`src/rtl/seg_pkg.sv`:
```
// ============================================================================
// Module   : seg_pkg
// Purpose  : Shared types, segment table and command encoding for the
//            multiplexed 7-segment scan controller.
// Revision : 1.0 - initial release
// ============================================================================
`default_nettype none

package seg_pkg;

  localparam logic [7:0] SEG_BLANK = 8'hFF;

  // Active-low segment patterns, bit7 = dp (always off), bits6..0 = g..a
  localparam logic [7:0] SEG_LUT [16] = '{
    8'hC0, 8'hF9, 8'hA4, 8'hB0, 8'h99, 8'h92, 8'h82, 8'hF8,
    8'h80, 8'h90, 8'h88, 8'h83, 8'hC6, 8'hA1, 8'h86, 8'h8E
  };

  typedef struct packed {
    logic       valid;
    logic [3:0] value;
  } slot_t;

  typedef enum logic [1:0] {
    CMD_NONE = 2'd0,
    CMD_CLR  = 2'd1,
    CMD_PUSH = 2'd2,
    CMD_BKSP = 2'd3
  } cmd_e;

  function automatic cmd_e decode_cmd(input logic i_clr, input logic i_push,
                                      input logic i_bksp);
    if (i_clr)       return CMD_CLR;
    else if (i_push) return CMD_PUSH;
    else if (i_bksp) return CMD_BKSP;
    else             return CMD_NONE;
  endfunction

  function automatic logic [7:0] slot_to_seg(input slot_t s);
    return s.valid ? SEG_LUT[s.value] : SEG_BLANK;
  endfunction

endpackage

`default_nettype wire

```
`src/rtl/seg_refresh_tick.sv`:
```
// ============================================================================
// Module   : seg_refresh_tick
// Purpose  : Free-running 0..DIV-1 divider; o_tick is high in the last count,
//            so the consumer advances on the same edge the divider wraps.
// Revision : 1.0 - initial release
// ============================================================================
`default_nettype none

module seg_refresh_tick #(
  parameter int DIV = 100000
) (
  input  logic clk,
  input  logic rst,
  output logic o_tick
);

  localparam int c_CW = (DIV > 1) ? $clog2(DIV) : 1;

  logic [c_CW-1:0] r_cnt;

  assign o_tick = (r_cnt == c_CW'(DIV - 1));

  always_ff @(posedge clk or posedge rst) begin
    if (rst)         r_cnt <= '0;
    else if (o_tick) r_cnt <= '0;
    else             r_cnt <= r_cnt + c_CW'(1);
  end

endmodule

`default_nettype wire

```
`src/rtl/seg_scan_ctrl.sv`:
```
// ============================================================================
// Module   : seg_scan_ctrl
// Purpose  : Scrolling digit buffer with push/backspace/clear, multiplexed
//            onto an active-low 7-segment bus. Optional macro SCAN_BLINK_EN
//            blinks the newest digit.
// Revision : 1.0 - initial release
// ============================================================================
`default_nettype none

module seg_scan_ctrl
  import seg_pkg::*;
#(
  parameter int NUM_DIGITS  = 8,
  parameter int REFRESH_DIV = 100000,
  parameter int BLINK_DIV   = 64
) (
  input  logic                  clk,
  input  logic                  rst,
  input  logic                  push,
  input  logic [3:0]            push_val,
  input  logic                  bksp,
  input  logic                  clr,
  output logic [NUM_DIGITS-1:0] an,
  output logic [7:0]            seg,
  output logic [3:0]            count,
  output logic                  full,
  output logic                  ovf
);

  localparam int                    c_IW       = $clog2(NUM_DIGITS);
  localparam logic [c_IW-1:0]       c_IDX_LAST = c_IW'(NUM_DIGITS - 1);
  localparam logic [3:0]            c_FULL_CNT = 4'(NUM_DIGITS);
  localparam logic [NUM_DIGITS-1:0] c_AN_ONE   = NUM_DIGITS'(1);

  slot_t                 r_slot [NUM_DIGITS];
  logic [3:0]            r_count;
  logic                  r_full;
  logic                  r_ovf;
  logic [c_IW-1:0]       r_idx;
  logic [NUM_DIGITS-1:0] r_an;
  logic [7:0]            r_seg;

  cmd_e                  w_cmd;
  logic                  w_tick;
  logic                  w_wrap;
  logic                  w_blank0;
  logic [NUM_DIGITS-1:0] w_an_nxt;
  logic [7:0]            w_seg_nxt;

  assign w_cmd = decode_cmd(clr, push, bksp);

  always_ff @(posedge clk or posedge rst) begin
    if (rst) begin
      for (int i = 0; i < NUM_DIGITS; i++) r_slot[i] <= '0;
      r_count <= '0;
      r_full  <= 1'b0;
      r_ovf   <= 1'b0;
    end else begin
      r_ovf <= 1'b0;
      case (w_cmd)
        CMD_CLR: begin
          for (int i = 0; i < NUM_DIGITS; i++) r_slot[i] <= '0;
          r_count <= '0;
          r_full  <= 1'b0;
        end
        CMD_PUSH: begin
          for (int i = 1; i < NUM_DIGITS; i++) r_slot[i] <= r_slot[i-1];
          r_slot[0] <= '{valid: 1'b1, value: push_val};
          if (r_full) begin
            r_ovf <= 1'b1;
          end else begin
            r_count <= r_count + 4'd1;
            r_full  <= (r_count == c_FULL_CNT - 4'd1);
          end
        end
        CMD_BKSP: begin
          if (r_count != 4'd0) begin
            for (int i = 0; i < NUM_DIGITS - 1; i++) r_slot[i] <= r_slot[i+1];
            r_slot[NUM_DIGITS-1] <= '0;
            r_count <= r_count - 4'd1;
            r_full  <= 1'b0;
          end
        end
        default: ;
      endcase
    end
  end

  seg_refresh_tick #(.DIV(REFRESH_DIV)) u_tick (
    .clk    (clk),
    .rst    (rst),
    .o_tick (w_tick)
  );

  assign w_wrap = w_tick && (r_idx == c_IDX_LAST);

  always_ff @(posedge clk or posedge rst) begin
    if (rst)         r_idx <= '0;
    else if (w_wrap) r_idx <= '0;
    else if (w_tick) r_idx <= r_idx + c_IW'(1);
  end

`ifdef SCAN_BLINK_EN
  localparam int c_BW = (BLINK_DIV > 1) ? $clog2(BLINK_DIV) : 1;

  logic [c_BW-1:0] r_blink_cnt;
  logic            r_phase;

  // Any strobe restarts the blink so a fresh entry is shown lit first
  always_ff @(posedge clk or posedge rst) begin
    if (rst) begin
      r_blink_cnt <= '0;
      r_phase     <= 1'b0;
    end else if (push || bksp || clr) begin
      r_blink_cnt <= '0;
      r_phase     <= 1'b0;
    end else if (w_wrap) begin
      if (r_blink_cnt == c_BW'(BLINK_DIV - 1)) begin
        r_blink_cnt <= '0;
        r_phase     <= ~r_phase;
      end else begin
        r_blink_cnt <= r_blink_cnt + c_BW'(1);
      end
    end
  end

  assign w_blank0 = r_phase && (r_count != 4'd0);
`else
  // BLINK_DIV has no function without the blink feature
  logic w_unused_blink_div;
  assign w_unused_blink_div = (BLINK_DIV != 0);
  assign w_blank0           = 1'b0;
`endif

  always_comb begin
    w_an_nxt  = ~(c_AN_ONE << r_idx);
    w_seg_nxt = slot_to_seg(r_slot[r_idx]);
    if (w_blank0 && (r_idx == '0)) w_seg_nxt = SEG_BLANK;
  end

  always_ff @(posedge clk or posedge rst) begin
    if (rst) begin
      r_an  <= '1;
      r_seg <= SEG_BLANK;
    end else begin
      r_an  <= w_an_nxt;
      r_seg <= w_seg_nxt;
    end
  end

  assign an    = r_an;
  assign seg   = r_seg;
  assign count = r_count;
  assign full  = r_full;
  assign ovf   = r_ovf;

endmodule

`default_nettype wire

```
`config.mk`:
```
export PLATFORM = sky130hd
export DESIGN_NAME = seg_scan_ctrl
export DESIGN_NICKNAME = d
export VERILOG_FILES = /design/src/rtl/seg_pkg.sv /design/src/rtl/seg_refresh_tick.sv /design/src/rtl/seg_scan_ctrl.sv
export SDC_FILE = /design/constraint.sdc
export NUM_CORES = 1
export LEC_CHECK = 0
export BUFFER_PORTS_ARGS = -buffer_cell sky130_fd_sc_hd__buf_2
export CAP_MARGIN = 30
export CORE_UTILIZATION = 50
export CTS_BUF_LIST = sky130_fd_sc_hd__clkbuf_8
export DETAILED_ROUTE_END_ITERATION = 8
export GPL_ROUTABILITY_DRIVEN = 1
export PLACE_DENSITY = 0.74
export SYNTH_ARGS = -nofsm -noshare
export SYNTH_HDL_FRONTEND = slang
export SYNTH_SLANG_ARGS = --single-unit
```
`constraint.sdc`:
```
create_clock -name clk -period 6.2 [get_ports clk]
set_input_delay 1.86 -clock clk [delete_from_list [all_inputs] [get_ports clk]]
set_output_delay 1.86 -clock clk [all_outputs]
set_load 0.01 [all_outputs]
```
==> results.txt, run 1 <==
- The clock passes through at most 2 buffers.
- Most used flip-flop cell after synthesis: sky130_fd_sc_hd__dfrtp_1
* Final hold violations: 0
- After layout, the minimum clock period comes to 3.75 ns.
- Dpl ws: 2.08 ns
* Kind of end point of the critical path: flip-flop
* Worst skew pair latency: approximately 0.35 ns
- The run finished with clean final reports.
- Number of global-route vias before repair: approximately 3000
* Syn Nets: 414
- Share of synthesized flip-flops with an asynchronous set or reset: 1.00
- Count of synthesis-stage warnings from yosys: 0
- Routability congestion estimate from global placement: 0.774
- The startpoint identified for the worst register-to-register timing path is r_idx[0].
- PnR worst setup slack: around 2.4 ns
- Period utilization: 0.605
- In this run the post-CTS setup repair buffer count came out at 0.
- In this run the clock root is driven by a sky130_fd_sc_hd__clkbuf_8.
- The floorplan step defined a die boundary enclosing 8560 sq um.
- Before antenna repair, the detailed router went through 4 iterations.
- The analysis attributes to cell leakage a power of 2.07 nW.
- TritonCTS built the clock tree.
- The floorplan step set the die height to 92.5 microns.
- Data on the critical path is required at its endpoint by 6.44 ns.
* Num ports: 31
- Proportion of synthesized chip area in sequential cells: 0.499
- Setup repair after global routing left no endpoint under its margin.
- Sum of overflow across all layers after global routing: 0
* DIE WIDTH: 92.5 microns
* Synthesized area divided by synthesized cell count: 10.5 sq um
* Relative slew slack: 0.481
- Once detailed placement completed, the half-perimeter wirelength came to 5290 microns.
- The number of slew-limit violations in the final report came to 0.
- Starting Density: 0.522
- Number of storage elements in the synthesis netlist: 81
- For this run, design rule violations remaining after detail routing come to 0.
- Clock Sink Count: approximately 80
- Placed inst area: 4320 sq um
- The floorplan has 32 rows.
- Post-Synthesis Cell Area: 4100 sq um
- By startpoint and endpoint, the worst setup path is classified as in2reg.
* Antenna violations before repair: 0
* Least-Margin Pin Slew: between 0.7 and 0.8 ns
- Antenna diode count: 0
- Number of maximum-capacitance constraint violations: 0
- Wire length of the first global-routing pass: approximately 14000 microns
* Overall routing resource usage: 0.205
- Antenna violation net count after detailed routing: 0
- Maximum net fanout on the critical path: 19
- Final wirelength: ~7900 microns
* DR vias: 2974
- Highest clock rate: 0.267 GHz
- Pin count of the biggest net entering global routing: 43
* Net count of the finished layout: roughly 440
* Final setup vio count: 0
- Areal power density over the cells: 273 nW/um^2
* Average routed wire per standard cell: 15.1 microns
* # hold bufs at CTS: 0
* Startpoint of the most critical setup path: push
- Arrival time of the worst setup path: 4.00 ns
- Count of cells resized by post-cts repair: 0
* Final setup skew: 0.00939 ns
- Summed area of non-filler cells in the final layout: 4560 sq um
- CTS built an H-tree with a depth of 3.
- Leaving out fill and tap cells, the most frequent cell in the layout is sky130_fd_sc_hd__nor2_1.
* Initial detailed-routing violation count: approximately 190
- Setup_tns: 0 ns
* Classification of the worst-slack hold path: reg2reg
- The synthesized netlist contains 49 unique library cells.
- Port buffer count: 29
- Worst vdd ir: about 0.16 mV
* Number of vias per cell: 5.70
- Clock-pin transition on the worst setup and hold timing paths: 0.09 ns
- Number of buffers added by the clock tree synthesis step: 9
- Hold_sp: u_tick.r_cnt[12]
- Relative to the synthesized area, the layout overhead comes to 11.2%.
- In the layout the commonest cells are sky130_fd_sc_hd__nor2_1 (89), sky130_fd_sc_hd__dfrtp_1 (66), sky130_fd_sc_hd__a221oi_1 (34), sky130_fd_sc_hd__buf_2 (29), sky130_fd_sc_hd__nand2_1 (27).
- Type of element launching the critical path: input port
- Gate Count Post-Synth: 390
- The core region is 7850 sq um.
- Fraction of final layout cells sized beyond drive strength 1: 0.202
* Number of enable flip-flop cells after synthesis: 0
==> worst max-delay path, stage by stage <==
cell                      delay, ns
sky130_fd_sc_hd__buf_2         0.13
sky130_fd_sc_hd__nor2_1        0.16
sky130_fd_sc_hd__and2_1        0.58
sky130_fd_sc_hd__ha_1          0.35
sky130_fd_sc_hd__a21o_1        0.19
sky130_fd_sc_hd__a21oi_1       0.22
sky130_fd_sc_hd__xnor2_1       0.17
sky130_fd_sc_hd__o21ai_0       0.10
sky130_fd_sc_hd__a21bo_2       0.22
==> worst paths after layout <==
kind                               endpoint  slack, ns  cells after the start
min reg2reg                u_tick.r_cnt[12]       0.51                      1
min in group asynchronous               ovf       1.59                      2
max reg2reg                          seg[0]       3.47                      5
max in group asynchronous            seg[6]       3.66                      3
max                                count[3]       2.45                      9
min                        u_tick.r_cnt[12]       0.51                      1
==> metal layers <==
layer | share of wire | global-route usage | wire, microns | vias to the layer above
met2 | 0.51 | 0.346 | 4000 | 64
met5 | 0 | 0 | 0 | -
li1 | - | - | - | 1433
met1 | 0.44 | 0.266 | 3500 | 1470
met4 | 0.010 | 0.0599 | 83 | 0
met3 | 0.041 | 0.0419 | 323 | 7
==> state kept, by name, summed over array words and instances (netlist names) <==
name and cells:
u_tick.r_cnt 17, an 8, r_slot 40, full 1
seg 7, ovf 1, r_idx 3, count 4
==> synthesized netlist by cell type, drive strengths merged, types with 6 or more instances <==
| cell | n | area, sq um |
|---|---|---|
| nand3 | 10 | 50.1 |
| o21ai | 9 | 45.0 |
| xor2 | 6 | 52.6 |
| a221oi | 34 | 298 |
| dfstp | 15 | 394 |
| xnor2 | 11 | 96.3 |
| nor2 | 90 | 338 |
| clkbuf | 9 | 33.8 |
| dfrtp | 66 | 1650 |
| mux4 | 8 | 188 |
| buf | 12 | 75.1 |
| mux2i | 9 | 93.8 |
| ha | 14 | 175 |
| inv | 16 | 60.1 |
| nand2 | 27 | 101 |
==> power breakdown <==
group	total [mW]	internal, mW	switching, mW
registers	0.615	0.574	0.0408
logic	0.172	0.0737	0.0983
clock network	0.460	0.268	0.192
==> kinds of logic (layout without fill, tap and decap cells) <==
group | Yosys count | after routing | share of synthesized area
AOI/OAI and AO/OA | 70 | 70 | 0.143
and+or+nand+nor | 149 | 149 | 0.154
xor gates and xnor gates | 17 | 17 | 0.0363
adders and majority gates | 15 | 15 | 0.0476
DFF | 81 | 81 | 0.499
buffers and inverters | 37 | 67 | 0.0412
other | 1 | 1 | 0.000915
muxes | 20 | 20 | 0.0769
==> final cells by class <==
type	count	area [sq um]
clock buffer	9	124
clock inverter	7	116
fill	694	3290
inverter	16	61.3
multi-input combinational	272	1890
sequential	81	2050
tap	102	128
timing repair buffer	35	198
==> per-stage QoR <==
stage / util / hold WS (ns) / power, mW / instances
2_1_floorplan: - / 0.460 / 0.746 / 390
3_3_place_gp: 0.548 / 0.478 / 0.786 / 505
3_5_place_dp: 0.550 / 0.491 / 0.797 / 506
4_1_cts: 0.581 / 0.508 / 1.26 / 522
5_1_grt: 0.581 / 0.532 / 1.31 / 522
6_report: 0.581 / 0.507 / 1.25 / 522
Power figures use the tool's default switching activity.
==> run 2: changes to the inputs <==
==> constraint.sdc (replaced) <==
create_clock -name clk -period 3.5 [get_ports clk]
set_input_delay 1.05 -clock clk [delete_from_list [all_inputs] [get_ports clk]]
set_output_delay 1.05 -clock clk [all_outputs]
set_load 0.01 [all_outputs]
==> run 2 against run 1 <==
Compared with the run above:
- flip-flop and latch count is the same
- sequential power is 77% higher
- clock skew up 0.0013 ns
- clock-buffer cell count did not move
- global-route usage decreased by 1.1 points
- hold slack worse by 0.013 ns
- total power increased by 64%
- critical path depth down 4
- via count decreased by 1.2%
- sequential share of layout area grew 0.40 points
- die area unchanged
- largest power group unchanged
- highest routed layer unchanged
==> results.txt, run 2 (synthesis gave the netlist of run 1 again) <==
* Post-route DRC violation count: 0 (unchanged)
- Average routed wire per standard cell: 14.3 microns (-5.6%)
- Overall routing resource usage: 0.194 (-0.0106)
* Dpl ws: 0.649 ns (-1.43 ns)
- The number of instances on the worst hold path was 1 (unchanged).
- Fraction of final layout cells sized beyond drive strength 1: 0.202 (-0.000481)
* Antenna diode count: 0 (unchanged)
- The number of buffer cells added on primary ports was 29 (unchanged).
- Met3 WL: 270 microns (-16%)
* TritonCTS clock tree: yes
- Register-to-register path setup slack: 0.85 ns (-2.62 ns)
- Clock-pin transition on the worst setup and hold timing paths: 0.08 ns (about the same)
- Worst vdd ir: 0.300 mV (+89%)
- The DRC marker count from the first detailed-route iteration was 195 (+1.0%).
- Worst Setup EP: seg[0]
- The actual transition at the worst max-transition pin was 0.719 ns (-0.0596 ns).
- Period utilization: 0.756
- PnR worst setup slack: 0.855 ns (-1.59 ns)
- The net count of the finished layout came to 440 (+0.23%).
- The routed metal-1 wire length is 3480 microns (-0.69%).
- The worst relative slew slack was 0.521 (+0.0398).
- The worst setup path is launched from a flip-flop.
- The total leakage power came to 2.06 nW (-0.62%).
- The wire length on met2 came to 3620 microns (-9.3%).
- The detailed-route via count was 2939 (-1.2%).
* Type of the worst setup path: reg2reg
* Unrepaired setup endpoints after global routing: false
- Kind of end point of the critical path: flip-flop
- Areal power density over the cells: 452 nW/um^2 (+65%)
- Row count: 32 (unchanged)
* WP data required: 3.76 ns (-2.68 ns)
- Layout Area Growth over Synthesis: 10.3%
- The effective utilization at floorplan was 0.522 (unchanged).
- The total I/O pin count was 31 (unchanged).
- The clock insertion delay at the later pin of the skew report came to 0.35 ns (about the same).
* Number of standard cells in the final layout excluding fillers: 523 (+0.19%)
- Maximum net fanout on the critical path: 15 (-4)
- The CTS sink count was 81 (unchanged).
* Max reg flops: 40 (unchanged)
- The endpoint identified for the worst register-to-register timing path is seg[0].
- Core outline area: 7850 sq um (unchanged)
- Number of global-route vias before repair: 2892 (-2.3%)
- The flow ran to the end, and the final reports show no timing, DRC or antenna violations.
- Sum of overflow across all layers after global routing: 0 (unchanged)
* Routability congestion estimate from global placement: 0.794 (+2.6%)
* Worst Reg-to-Reg Cells: 5 (unchanged)
- Final setup vio count: 0 (unchanged)
* # hold bufs at CTS: 0 (unchanged)
* Count of cells resized by post-cts repair: 0 (unchanged)
- Based on the critical path, the design can be clocked at up to between 0.3 and 0.4 GHz.
* Final wirelength: 7470 microns (-5.5%)
- The number of antenna violations at the first check in global routing was 0 (unchanged).
- The arrival time at the worst endpoint was 2.91 ns (-1.09 ns).
- Final slew viol count: 0 (unchanged)
* DIE WIDTH: 92.5 microns (unchanged)
- Number of buffers added by the clock tree synthesis step: 9 (unchanged)
- The y dimension of the die is 92.5 microns (unchanged).
- Post-Route Hold Slack: 0.494 ns (-0.0130 ns)
- Clock root cell: sky130_fd_sc_hd__clkbuf_8
* Startpoint of the most critical setup path: r_idx[0]
* Setup_tns: 0 ns (unchanged)
* Die area: 8560 sq um (unchanged)
- Post-placement cell count: 507 (+0.20%)
- Level count of the clock H-tree: 3 (unchanged)
- Final setup skew: 0.0107 ns (+0.00127 ns)
- The pin count of the biggest net entering global routing came to 46 (+7.0%).
- After layout, the minimum clock period comes to roughly 2.6 ns.
* Top layer used by detailed routing: met4
* HPWL after detailed placement: 4910 microns (-7.1%)
- Number of maximum-capacitance constraint violations: 0 (unchanged)
* Most frequent cells in the layout: sky130_fd_sc_hd__nor2_1 (89), sky130_fd_sc_hd__dfrtp_1 (66), sky130_fd_sc_hd__a221oi_1 (34), sky130_fd_sc_hd__buf_2 (29), sky130_fd_sc_hd__nand2_1 (27)
- Antenna violation net count after detailed routing: 0 (unchanged)
* Post CTS Setup Buffer Count: 0 (unchanged)
- The via density per instance was 5.62 (-1.4%).
* Most common cell after layout, fill and taps aside: sky130_fd_sc_hd__nor2_1
- Reg2Reg Launch Point: r_idx[0]
- Wire length of the first global-routing pass: 13200 microns (-5.0%)
- The worst hold path belongs to the class reg2reg.
- The first-pass iteration count of the detailed router was 4 (unchanged).
- Register bank with the most flops: r_slot
* Final hold violations: 0 (unchanged)
- The maximum buffer depth of the clock tree was 2 (unchanged).
run 2: routing by layer:
metal / global-route usage / vias to the layer above
met4: 0.0716 / 0
met5: 0 / -
met2: 0.323 / 59
met1: 0.247 / 1440
met3: 0.0443 / 10
li1: - / 1430
run 2: cell type report:
cell class | instances | area, sq um
Multi-Input combinational cell | 272 | 1890
Sequential cell | 81 | 2050
Fill cell | 684 | 3330
Timing Repair Buffer | 36 | 210
Clock buffer | 9 | 124
Tap cell | 102 | 128
Clock inverter | 7 | 63.8
Inverter | 16 | 61.3
run 2: worst min-delay path by stage:
| stage | slack (ns) | from | endpoint |
|---|---|---|---|
| 6_report | 0.49 | u_tick.r_cnt[14] | u_tick.r_cnt[14] |
| 5_1_grt | 0.52 | u_tick.r_cnt[12] | u_tick.r_cnt[12] |
| 4_1_cts | 0.50 | u_tick.r_cnt[12] | u_tick.r_cnt[12] |
| 3_5_place_dp | 0.49 | u_tick.r_cnt[12] | u_tick.r_cnt[12] |
| 3_3_place_gp | 0.48 | u_tick.r_cnt[14] | u_tick.r_cnt[14] |
| 2_1_floorplan | 0.46 | u_tick.r_cnt[14] | u_tick.r_cnt[14] |
run 2: report_power, final:
group          switching (mW)  internal (mW)  total, mW  leakage [nW]
registers              0.0712           1.02       1.09          1.03
logic                   0.169          0.130      0.299         0.926
clock network           0.331          0.323      0.655         0.102
run 2: per-stage QoR:
| stage | power, mW | instance area (sq um) | util |
|---|---|---|---|
| global route | 2.16 | 4520 | 0.576 |
| global placement | 1.39 | 4330 | 0.552 |
| CTS | 2.06 | 4520 | 0.576 |
| floorplan | 1.32 | 4100 | - |
| finish | 2.04 | 4520 | 0.576 |
| detailed placement | 1.41 | 4330 | 0.552 |
run 2: critical path: stages (launching register included):
cell                      delay (ns)
sky130_fd_sc_hd__dfrtp_1        0.81
sky130_fd_sc_hd__mux4_1         0.67
sky130_fd_sc_hd__mux2i_2        0.56
sky130_fd_sc_hd__a21bo_2        0.31
sky130_fd_sc_hd__a21oi_1        0.14
sky130_fd_sc_hd__o21ai_1        0.07
